==> config.mk <==
export PLATFORM = sky130hd
export DESIGN_NAME = pulse_delay_sched
export DESIGN_NICKNAME = d
export VERILOG_FILES = /design/src/rtl/pulse_delay_pkg.sv /design/src/rtl/ts_fifo.sv /design/src/rtl/pulse_delay_sched.sv
export SDC_FILE = /design/constraint.sdc
export NUM_CORES = 1
export LEC_CHECK = 0
export ABC_AREA = 1
export BUFFER_PORTS_ARGS = -buffer_cell sky130_fd_sc_hd__buf_2
export CAP_MARGIN = 20
export CORE_MARGIN = 2
export CORE_UTILIZATION = 25
export DETAILED_ROUTE_END_ITERATION = 10
export HOLD_SLACK_MARGIN = 0.06
export PLACE_DENSITY = 0.44
export RECOVER_POWER = 50
export SETUP_SLACK_MARGIN = 0.4
export SYNTH_ARGS = -nofsm -noshare
export SYNTH_HDL_FRONTEND = slang
export SYNTH_SLANG_ARGS = --single-unit
==> constraint.sdc <==
create_clock -name clk -period 7 [get_ports clk]
set_input_delay 1.4 -clock clk [delete_from_list [all_inputs] [get_ports clk]]
set_output_delay 1.4 -clock clk [all_outputs]
set_load 0.02 [all_outputs]
==> src/rtl/pulse_delay_pkg.sv <==
// Shared types, constants and the delay clamp for the pulse delay scheduler.
package pulse_delay_pkg;

  localparam int unsigned MIN_DELAY  = 2;
  localparam int unsigned DROP_CNT_W = 8;
  localparam int unsigned CLAMP_W    = 32;

  typedef enum logic {
    IDLE,
    WAIT_DRAIN
  } sched_state_e;

  // A delay below two cycles cannot be honoured by the head-compare pop, so raise it.
  function automatic logic [CLAMP_W-1:0] clamp_delay(input logic [CLAMP_W-1:0] d);
    return (d < CLAMP_W'(MIN_DELAY)) ? CLAMP_W'(MIN_DELAY) : d;
  endfunction

endpackage

==> src/rtl/ts_fifo.sv <==
// Target-timestamp FIFO: synchronous, power-of-two depth, head visible combinationally.
module ts_fifo
  import pulse_delay_pkg::*;
#(
  parameter int unsigned W     = 16,
  parameter int unsigned DEPTH = 8
) (
  input  logic                         clk,
  input  logic                         rst_n,
  input  logic                         push,
  input  logic                         pop,
  input  logic [W-1:0]                 wdata,
  output logic [W-1:0]                 head_c,
  output logic [$clog2(DEPTH+1)-1:0]   count,
  output logic                         full,
  output logic                         empty
);

  localparam int unsigned AW = $clog2(DEPTH);
  localparam int unsigned CW = $clog2(DEPTH + 1);

  logic [W-1:0]  mem [DEPTH];
  logic [AW-1:0] wr_ptr;
  logic [AW-1:0] rd_ptr;
  logic          do_push;
  logic          do_pop;
  logic [CW-1:0] count_nxt;

  // A push into a full FIFO is accepted only when the same edge frees a slot.
  assign do_pop    = pop && !empty;
  assign do_push   = push && (!full || do_pop);
  assign count_nxt = count + CW'(do_push) - CW'(do_pop);
  assign head_c    = mem[rd_ptr];

  always_ff @(posedge clk) begin
    if (!rst_n) begin
      wr_ptr <= '0;
      rd_ptr <= '0;
      count  <= '0;
      full   <= 1'b0;
      empty  <= 1'b1;
    end else begin
      if (do_push) wr_ptr <= wr_ptr + AW'(1);
      if (do_pop)  rd_ptr <= rd_ptr + AW'(1);
      count <= count_nxt;
      full  <= (count_nxt == CW'(DEPTH));
      empty <= (count_nxt == '0);
    end
  end

  always_ff @(posedge clk) begin
    if (do_push) mem[wr_ptr] <= wdata;
  end

endmodule

==> src/rtl/pulse_delay_sched.sv <==
// Programmable-latency pulse scheduler: each din event re-emerges on dout exactly active_delay cycles later.
// Define PULSE_DELAY_SCHED_DROP_CNT_EN to add the saturating drop_cnt output.
module pulse_delay_sched
  import pulse_delay_pkg::*;
#(
  parameter int unsigned CNT_W     = 16,
  parameter int unsigned DEPTH     = 8,
  parameter int unsigned DEF_DELAY = 4
) (
  input  logic                         clk,
  input  logic                         rst_n,
  input  logic                         din,
  input  logic [CNT_W-1:0]             cfg_delay,
  input  logic                         cfg_load,
  output logic                         dout,
  output logic [CNT_W-1:0]             active_delay,
  output logic                         load_pend,
  output logic [$clog2(DEPTH+1)-1:0]   pending_cnt,
  output logic                         busy,
  output logic                         ovf,
  input  logic                         ovf_clr
`ifdef PULSE_DELAY_SCHED_DROP_CNT_EN
  ,
  output logic [DROP_CNT_W-1:0]        drop_cnt
`endif
);

  localparam int unsigned CW = $clog2(DEPTH + 1);

  sched_state_e     state;
  logic [CNT_W-1:0] ts;
  logic [CNT_W-1:0] shadow;
  logic [CNT_W-1:0] head_c;
  logic [CNT_W-1:0] push_time_c;
  logic [CNT_W-1:0] cfg_clamped_c;
  logic [CW-1:0]    fifo_count;
  logic             fifo_full;
  logic             fifo_empty;
  logic             pop_c;
  logic             push_c;
  logic             drop_c;
  logic             drain_c;

  // Pop one cycle ahead so the registered dout lands on the target cycle itself.
  assign pop_c         = !fifo_empty && (head_c == ts + CNT_W'(1));
  assign push_c        = din && (!fifo_full || pop_c);
  assign drop_c        = din && fifo_full && !pop_c;
  assign push_time_c   = ts + active_delay;
  assign cfg_clamped_c = CNT_W'(clamp_delay(CLAMP_W'(cfg_delay)));
  assign drain_c       = !busy && !din;

  ts_fifo #(
    .W     (CNT_W),
    .DEPTH (DEPTH)
  ) u_fifo (
    .clk    (clk),
    .rst_n  (rst_n),
    .push   (push_c),
    .pop    (pop_c),
    .wdata  (push_time_c),
    .head_c (head_c),
    .count  (fifo_count),
    .full   (fifo_full),
    .empty  (fifo_empty)
  );

  // Timestamp, output pulse and occupancy; pending_cnt counts an event until its dout cycle ends.
  always_ff @(posedge clk) begin
    if (!rst_n) begin
      ts          <= '0;
      dout        <= 1'b0;
      pending_cnt <= '0;
      busy        <= 1'b0;
      ovf         <= 1'b0;
    end else begin
      ts          <= ts + CNT_W'(1);
      dout        <= pop_c;
      pending_cnt <= fifo_count + CW'(push_c);
      busy        <= (fifo_count != '0) || push_c;
      if (drop_c)       ovf <= 1'b1;
      else if (ovf_clr) ovf <= 1'b0;
    end
  end

  // Delay changes wait for an empty FIFO so stored targets stay in time order.
  always_ff @(posedge clk) begin
    if (!rst_n) begin
      state        <= IDLE;
      active_delay <= CNT_W'(DEF_DELAY);
      shadow       <= CNT_W'(DEF_DELAY);
      load_pend    <= 1'b0;
    end else begin
      case (state)
        IDLE: begin
          if (cfg_load) begin
            if (fifo_empty && !din) begin
              active_delay <= cfg_clamped_c;
            end else begin
              shadow    <= cfg_clamped_c;
              load_pend <= 1'b1;
              state     <= WAIT_DRAIN;
            end
          end
        end
        WAIT_DRAIN: begin
          if (drain_c) begin
            active_delay <= cfg_load ? cfg_clamped_c : shadow;
            load_pend    <= 1'b0;
            state        <= IDLE;
          end else if (cfg_load) begin
            shadow <= cfg_clamped_c;
          end
        end
        default: state <= IDLE;
      endcase
    end
  end

`ifdef PULSE_DELAY_SCHED_DROP_CNT_EN
  // Saturating drop counter; a drop in the clearing cycle restarts the count at one.
  always_ff @(posedge clk) begin
    if (!rst_n) begin
      drop_cnt <= '0;
    end else if (drop_c) begin
      if (ovf_clr)              drop_cnt <= DROP_CNT_W'(1);
      else if (drop_cnt != '1)  drop_cnt <= drop_cnt + DROP_CNT_W'(1);
    end else if (ovf_clr) begin
      drop_cnt <= '0;
    end
  end
`endif

endmodule

After elaboration in Yosys (flattened, before gate mapping). Memory sizes are Yosys's and may differ from the RTL's. A register that Yosys moved wholly into a read port is not among the register bits. Index checks and enable logic that the tools add are counted.

Memory bits (writable): 128. Memories: 1. Bits in registers: 69. Output and inout bits: 24. Memory bits (read-only): 0. Latch bits: 0. Logic and storage cells: 77.

Add/sub/neg operators: 7. Reduce and logical (&&, ||, !) cells: 22. Bitwise logic cells: 1. Multiply operators: 0. Divide/modulo/power cells: 0. Shift operators: 0. Mux-type cells: 24. Eq/ne operators: 7. Magnitude comparators: 1.

Memory list: u_fifo.mem (words 8, bits a word 16, read ports 1, clocked after Yosys merged registers in 1, wr ports 1, line ts_fifo.sv:22) `logic [W-1:0] mem [DEPTH];`.

Operator list (number): $mux 16 (8); $pmux 16 s2 (2); $add 16x1->16 const B (1); $add 16x16->16 (1); $eq 16x16->1 (1); $lt 16x2->1 const B (1); $mux 1 (10); $reduce_and 3->1 (3); $add 4x1->4 (2); $logic_and 1x1->1 (8); $ne 2x2->1 const B (4); $add 3x1->3 const B (2); $mux 3 (2); $logic_not 1->1 (5); $eq 4x4->1 const B (1); $logic_not 4->1 (1); $pmux 1 s2 (2); $reduce_bool 4->1 (1); $sub 4x1->4 (1); $logic_or 1x1->1 (3); $ne 2x1->1 const B (1); $reduce_bool 2->1 (1); $not 1->1 (1).

Logic depth before layout (Yosys ltp).
Depth after elaboration: 9. Depth in mapped cells: 25. Depth with buffers taken out: 25.

Cells and area by module. From an unflattened synthesis, not the netlist that was laid out.

Cells, all modules: 991. Area, all modules: 9283.9 µm².

Modules (own cells, without submodules): ts_fifo (area each 5753.0 µm², times used 1, cells an instance 485); pulse_delay_sched (area each 3530.9 µm², times used 1, cells an instance 506).

Least setup slack after synthesis. OpenSTA, ideal clock, no wires.

Path kind: register to register. From: register ts[0]. To: register u_fifo.empty. Cell stages (with the launch flop): 25. Path buffers: 0. Library setup time: 0.109 ns. Setup slack: 3.991 ns. Required time: 6.891 ns. Arrival time: 2.900 ns. Period minus slack after synthesis: 3.009 ns. Cell sequence: dfxtp_1 -> ha_1 -> inv_1 -> nor2_4 -> nand3b_1 -> nand2_1 -> inv_2 -> nand2_1 -> nand2_1 -> inv_1 -> nand3_1 -> nor3_1 -> nand3_1 -> nor2_1 -> ha_1 -> inv_1 -> ha_1 -> inv_1 -> fa_1 -> xnor2_1 -> inv_1 -> nand3b_1 -> nand2_1 -> nand2_1 -> inv_1.

Longest elaborated chain between the ends: 9. Elaborated cells on any way between the ends: 11. Those cells by class: add/sub (3); eq/ne (1); reduce/logical (7).

Ends and longest elaborated chain: start, declared (line pulse_delay_sched.sv:31) `logic [CNT_W-1:0] ts;`; start signal, assigned (line pulse_delay_sched.sv:76) `ts <= ts + CNT_W'(1);`; $add 16x1->16 * (line pulse_delay_sched.sv:45) `assign pop_c = !fifo_empty && (head_c == ts + CNT_W'(1));`; $eq 16x16->1 * (line pulse_delay_sched.sv:45); $logic_and 1x1->1 * (line pulse_delay_sched.sv:45); net pop_c (line pulse_delay_sched.sv:39) `logic pop_c;`; $logic_or 1x1->1 / $logic_and 1x1->1 (equally long branches) (line pulse_delay_sched.sv:46, ts_fifo.sv:30); $logic_and 1x1->1 / $logic_or 1x1->1 (equally long branches) (line pulse_delay_sched.sv:46, ts_fifo.sv:31); $logic_and 1x1->1 (line ts_fifo.sv:31) `assign do_push = push && (!full || do_pop);`; $add 4x1->4 (line ts_fifo.sv:32) `assign count_nxt = count + CW'(do_push) - CW'(do_pop);`; $sub 4x1->4 * (line ts_fifo.sv:32); $logic_not 4->1 * (line ts_fifo.sv:47) `empty <= (count_nxt == '0);`; end signal, assigned (line ts_fifo.sv:47); end, declared (line ts_fifo.sv:16) `output logic empty`.

Mark *: on every way through the listed nets, which the timed path passes. The rest lies on a longest branch. A chain may end at the register's enable or synchronous reset.

==> results.py <==
metrics = {
    "status": {
        "outcome": "finished with violations",
        "violations": "max-capacitance violations, max-slew violations",
    },
    "grt": {
        "grt_util_met1_pct": 18.7,
        "grt.met2_usage_pct": 21.2,
        "grt_pass1_vias": 7226,
        "grt_busiest_layer": "met2",
        "grt_pass1_wl_um": 41200,
        "grt_overflow": 0,
        "grt_max_degree": 65,
        "antenna_found_initial": 0,
        "met3_usage_pct": 2.27,
        "grt_usage_pct": 13.3,
    },
    "critical_path": {
        "critical_path.startpoint_type": "flip-flop",
        "worstPathCellList": "buf_4 > inv_1 > nand3_1 > nand3_1 > nand2_1 > nand2_1 > nand2_1 > nor2_1 > nand2_1 > nor2_1 > nand3_1 > nand2_1 > nand2_4 > inv_1 > ha_1 > inv_1 > fa_1 > xnor2_1 > inv_1 > nand3b_1 > nand2_1 > nand2_1 > inv_1",
        "arrival_ns": 4.79,
        "cp_max_fo": 33,
        "cp.required_ns": 7.35,
        "setup.worst_path.end_class": "flip-flop",
        "critPathSlowestCell": "inv_1",
        "ff2ff_path_depth": 23,
        "crit_path_max_incr_delay_ns": 0.96,
        "crit_top_cell": "nand2_1",
        "worstSetupPathType": "reg2reg",
    },
    "die": {
        "pin_count": 45,
        "rows": 72,
        "dieArea_mm2": 0.0403,
        "start_util_pct": 25.2,
        "die_h_um": 201,
        "dieWidth_um": 201,
        "core_area_mm2": 0.0385,
    },
    "logic_synthesis": {
        "synth_compound_area_share_pct": 5.39,
        "synth_top_family_by_area": "simple AND/OR/NAND/NOR gates",
        "synth_area_mm2": 0.00968,
        "synth_nets": 1148,
        "avgSynthCellArea_um2": 8.81,
        "postSynthCellCount": 1099,
        "synth-xor-area-share_pct": 1.99,
        "yosysWarnings": 0,
        "yosysSeqAreaShare_pct": 54.6,
        "synthMuxAreaShare_pct": 1.16,
        "ys_seq_elements": 200,
        "synth_cell_type_count": 38,
        "synth_fa_ha_area_share_pct": 3.77,
        "yosys.area_share.simple_pct": 26.6,
    },
    "sta": {
        "drv_slew": 45,
        "rsz0062_at_grt": "false",
        "finalHoldViolCount": 0,
        "slew_headroom_pct": -18.5,
        "fin_skew_ns": 0.0244,
        "period_needed_ns": 4.45,
        "timing.final.crit_share_pct": 63.5,
        "fmax_mhz": 225,
        "tns_ns": 0,
        "setup_viol": 0,
        "tightestPinTransition_ns": 1.78,
    },
    "drt": {
        "drtPass1Iterations": 4,
        "routed_wl_um": 26100,
        "antenna_left": 0,
        "vias": 7281,
        "routed_via_density": 4.37,
        "drc_errors": 0,
        "drt_iter0_drc": 389,
        "wl_per_cell_um": 15.7,
    },
    "clocking": {
        "cts_root_buf": "clkbuf_16",
        "numCtsBuffers": 17,
        "htree_levels": 4,
        "clkLatencyLatePin_ns": 0.46,
        "clockBufferDepth": 2,
        "path_clk_slew_ns": 0.08,
        "cts-hold-fix-buffers": 0,
        "cts_setup_buffers": 0,
        "clkSinkCount": 200,
        "tritoncts": "yes",
        "cts.repair.resized": 0,
    },
    "cells_and_area": {
        "layout_common_cells": "nand2_1, edfxtp_1, nand3_1, inv_1, nor2_1",
        "drive_gt1_share_pct": 9.23,
        "n_antenna_cell": 0,
        "layout.nets": 1185,
        "areaGrowthSynthToFinish_pct": 13.7,
        "layout_commonest_cell": "nand2_1",
    },
    "worst_hold_path": {
        "holdPathStages": 2,
        "hold_class": "reg2reg",
    },
    "power": {
        "irDropWorstVdd_uv": 169,
        "p_leak_nw": 4.60,
        "power.density_mw_per_mm2": 280,
        "finalPower_mw": 3.09,
    },
    "flow_run": {
        "cap_violations": 1,
    },
    "placed_design": {
        "dpl.hpwl_um": 17400,
        "gp_congestion": 0.806,
        "io_buffers": 44,
    },
}
worst max-delay path: cells and delay by family (launching register included):
family                   cells  cell delay [ns]
adder cells (fa/ha/maj)      2             0.54
AND/OR/NAND/NOR             14             1.86
XOR/XNOR                     1             0.15
buffers and inverters        6             1.47
flip-flops                   1             0.30
routing by layer:
metal  wire, um  up-vias
met5          0        -
met3        916       16
met4        318        0
met2      11800      118
met1      13100     3428
li1           -     3719
power by group:
part | switching (mW) | internal, mW
clock | 0.515 | 0.483
sequential | 0.0677 | 1.42
combinational | 0.419 | 0.177
total | 1.00 | 2.08
synth_stat cells, drive strengths merged:
library cell  number  area share (%)
a21oi             44             2.3
a31oi              7            0.45
and2               2            0.13
buf               23             1.6
clkbuf            15            0.58
clkinv             1           0.039
dfxtp             72              15
edfxtp           128              40
fa                 2            0.41
ha                26             3.4
inv              111             4.3
mux2              10             1.2
nand2            343              14
nand3            128             7.0
nand3b             4            0.31
nand4             16             1.0
nor2              85             3.7
nor3               8            0.62
nor4               3            0.19
o2111ai            1           0.091
o21ai             46             2.4
o21bai             1           0.078
o31ai              1           0.078
xnor2              8            0.72
xor2              14             1.3
per-stage QoR:
stage          instance area (um^2)  util [%]  cells  setup slack [ns]  hold slack, ns
6_report                      11000      28.6   1667              2.55           0.453
5_1_grt                       11000      28.6   1667              2.10           0.491
4_1_cts                       11000      28.7   1666              2.91           0.457
3_5_place_dp                  10500      27.2   1634              2.94           0.442
3_3_place_gp                  10500      27.2   1634              3.00           0.439
2_1_floorplan                  9680         -   1099              3.99           0.425
registers in the layout, summed over array words and instances (netlist names), named ones only:
name           flops
state              1
active_delay      16
busy               1
u_fifo.mem       128
ts                16
load_pend          1
pending_cnt        4
u_fifo.empty       1
u_fifo.wr_ptr      3
u_fifo.full        1
u_fifo.count       4
ovf                1
u_fifo.rd_ptr      3
dout               1
shadow            16
cells by family (layout without fill, tap and decap cells):
kind of cell	after synthesis	in the layout
xor gates and xnor gates	22	22
buffers and inverters	150	200
DFF	200	200
muxes	10	10
AOI/OAI and AO/OA	100	100
and+or+nand+nor	589	589
adders and majority gates	28	28
final cells by class:
type                            count  area (um^2)
Clock buffer                       17          425
Clock inverter                     15          160
Fill cell                        4107        27500
Inverter                          112          420
Multi-Input combinational cell    749         3770
Sequential cell                   200         5290
Tap cell                          518          648
Timing Repair Buffer               56          290
final timing paths:
check | startpoint | to | slack [ns]
min reg2reg | shadow[3] | shadow[3] | 0.45
max | flip-flop | u_fifo.empty | 2.55
min | shadow[3] | shadow[3] | 0.45
max reg2reg | flip-flop | u_fifo.empty | 2.55
No activity file was read; power rests on OpenSTA's default activity.
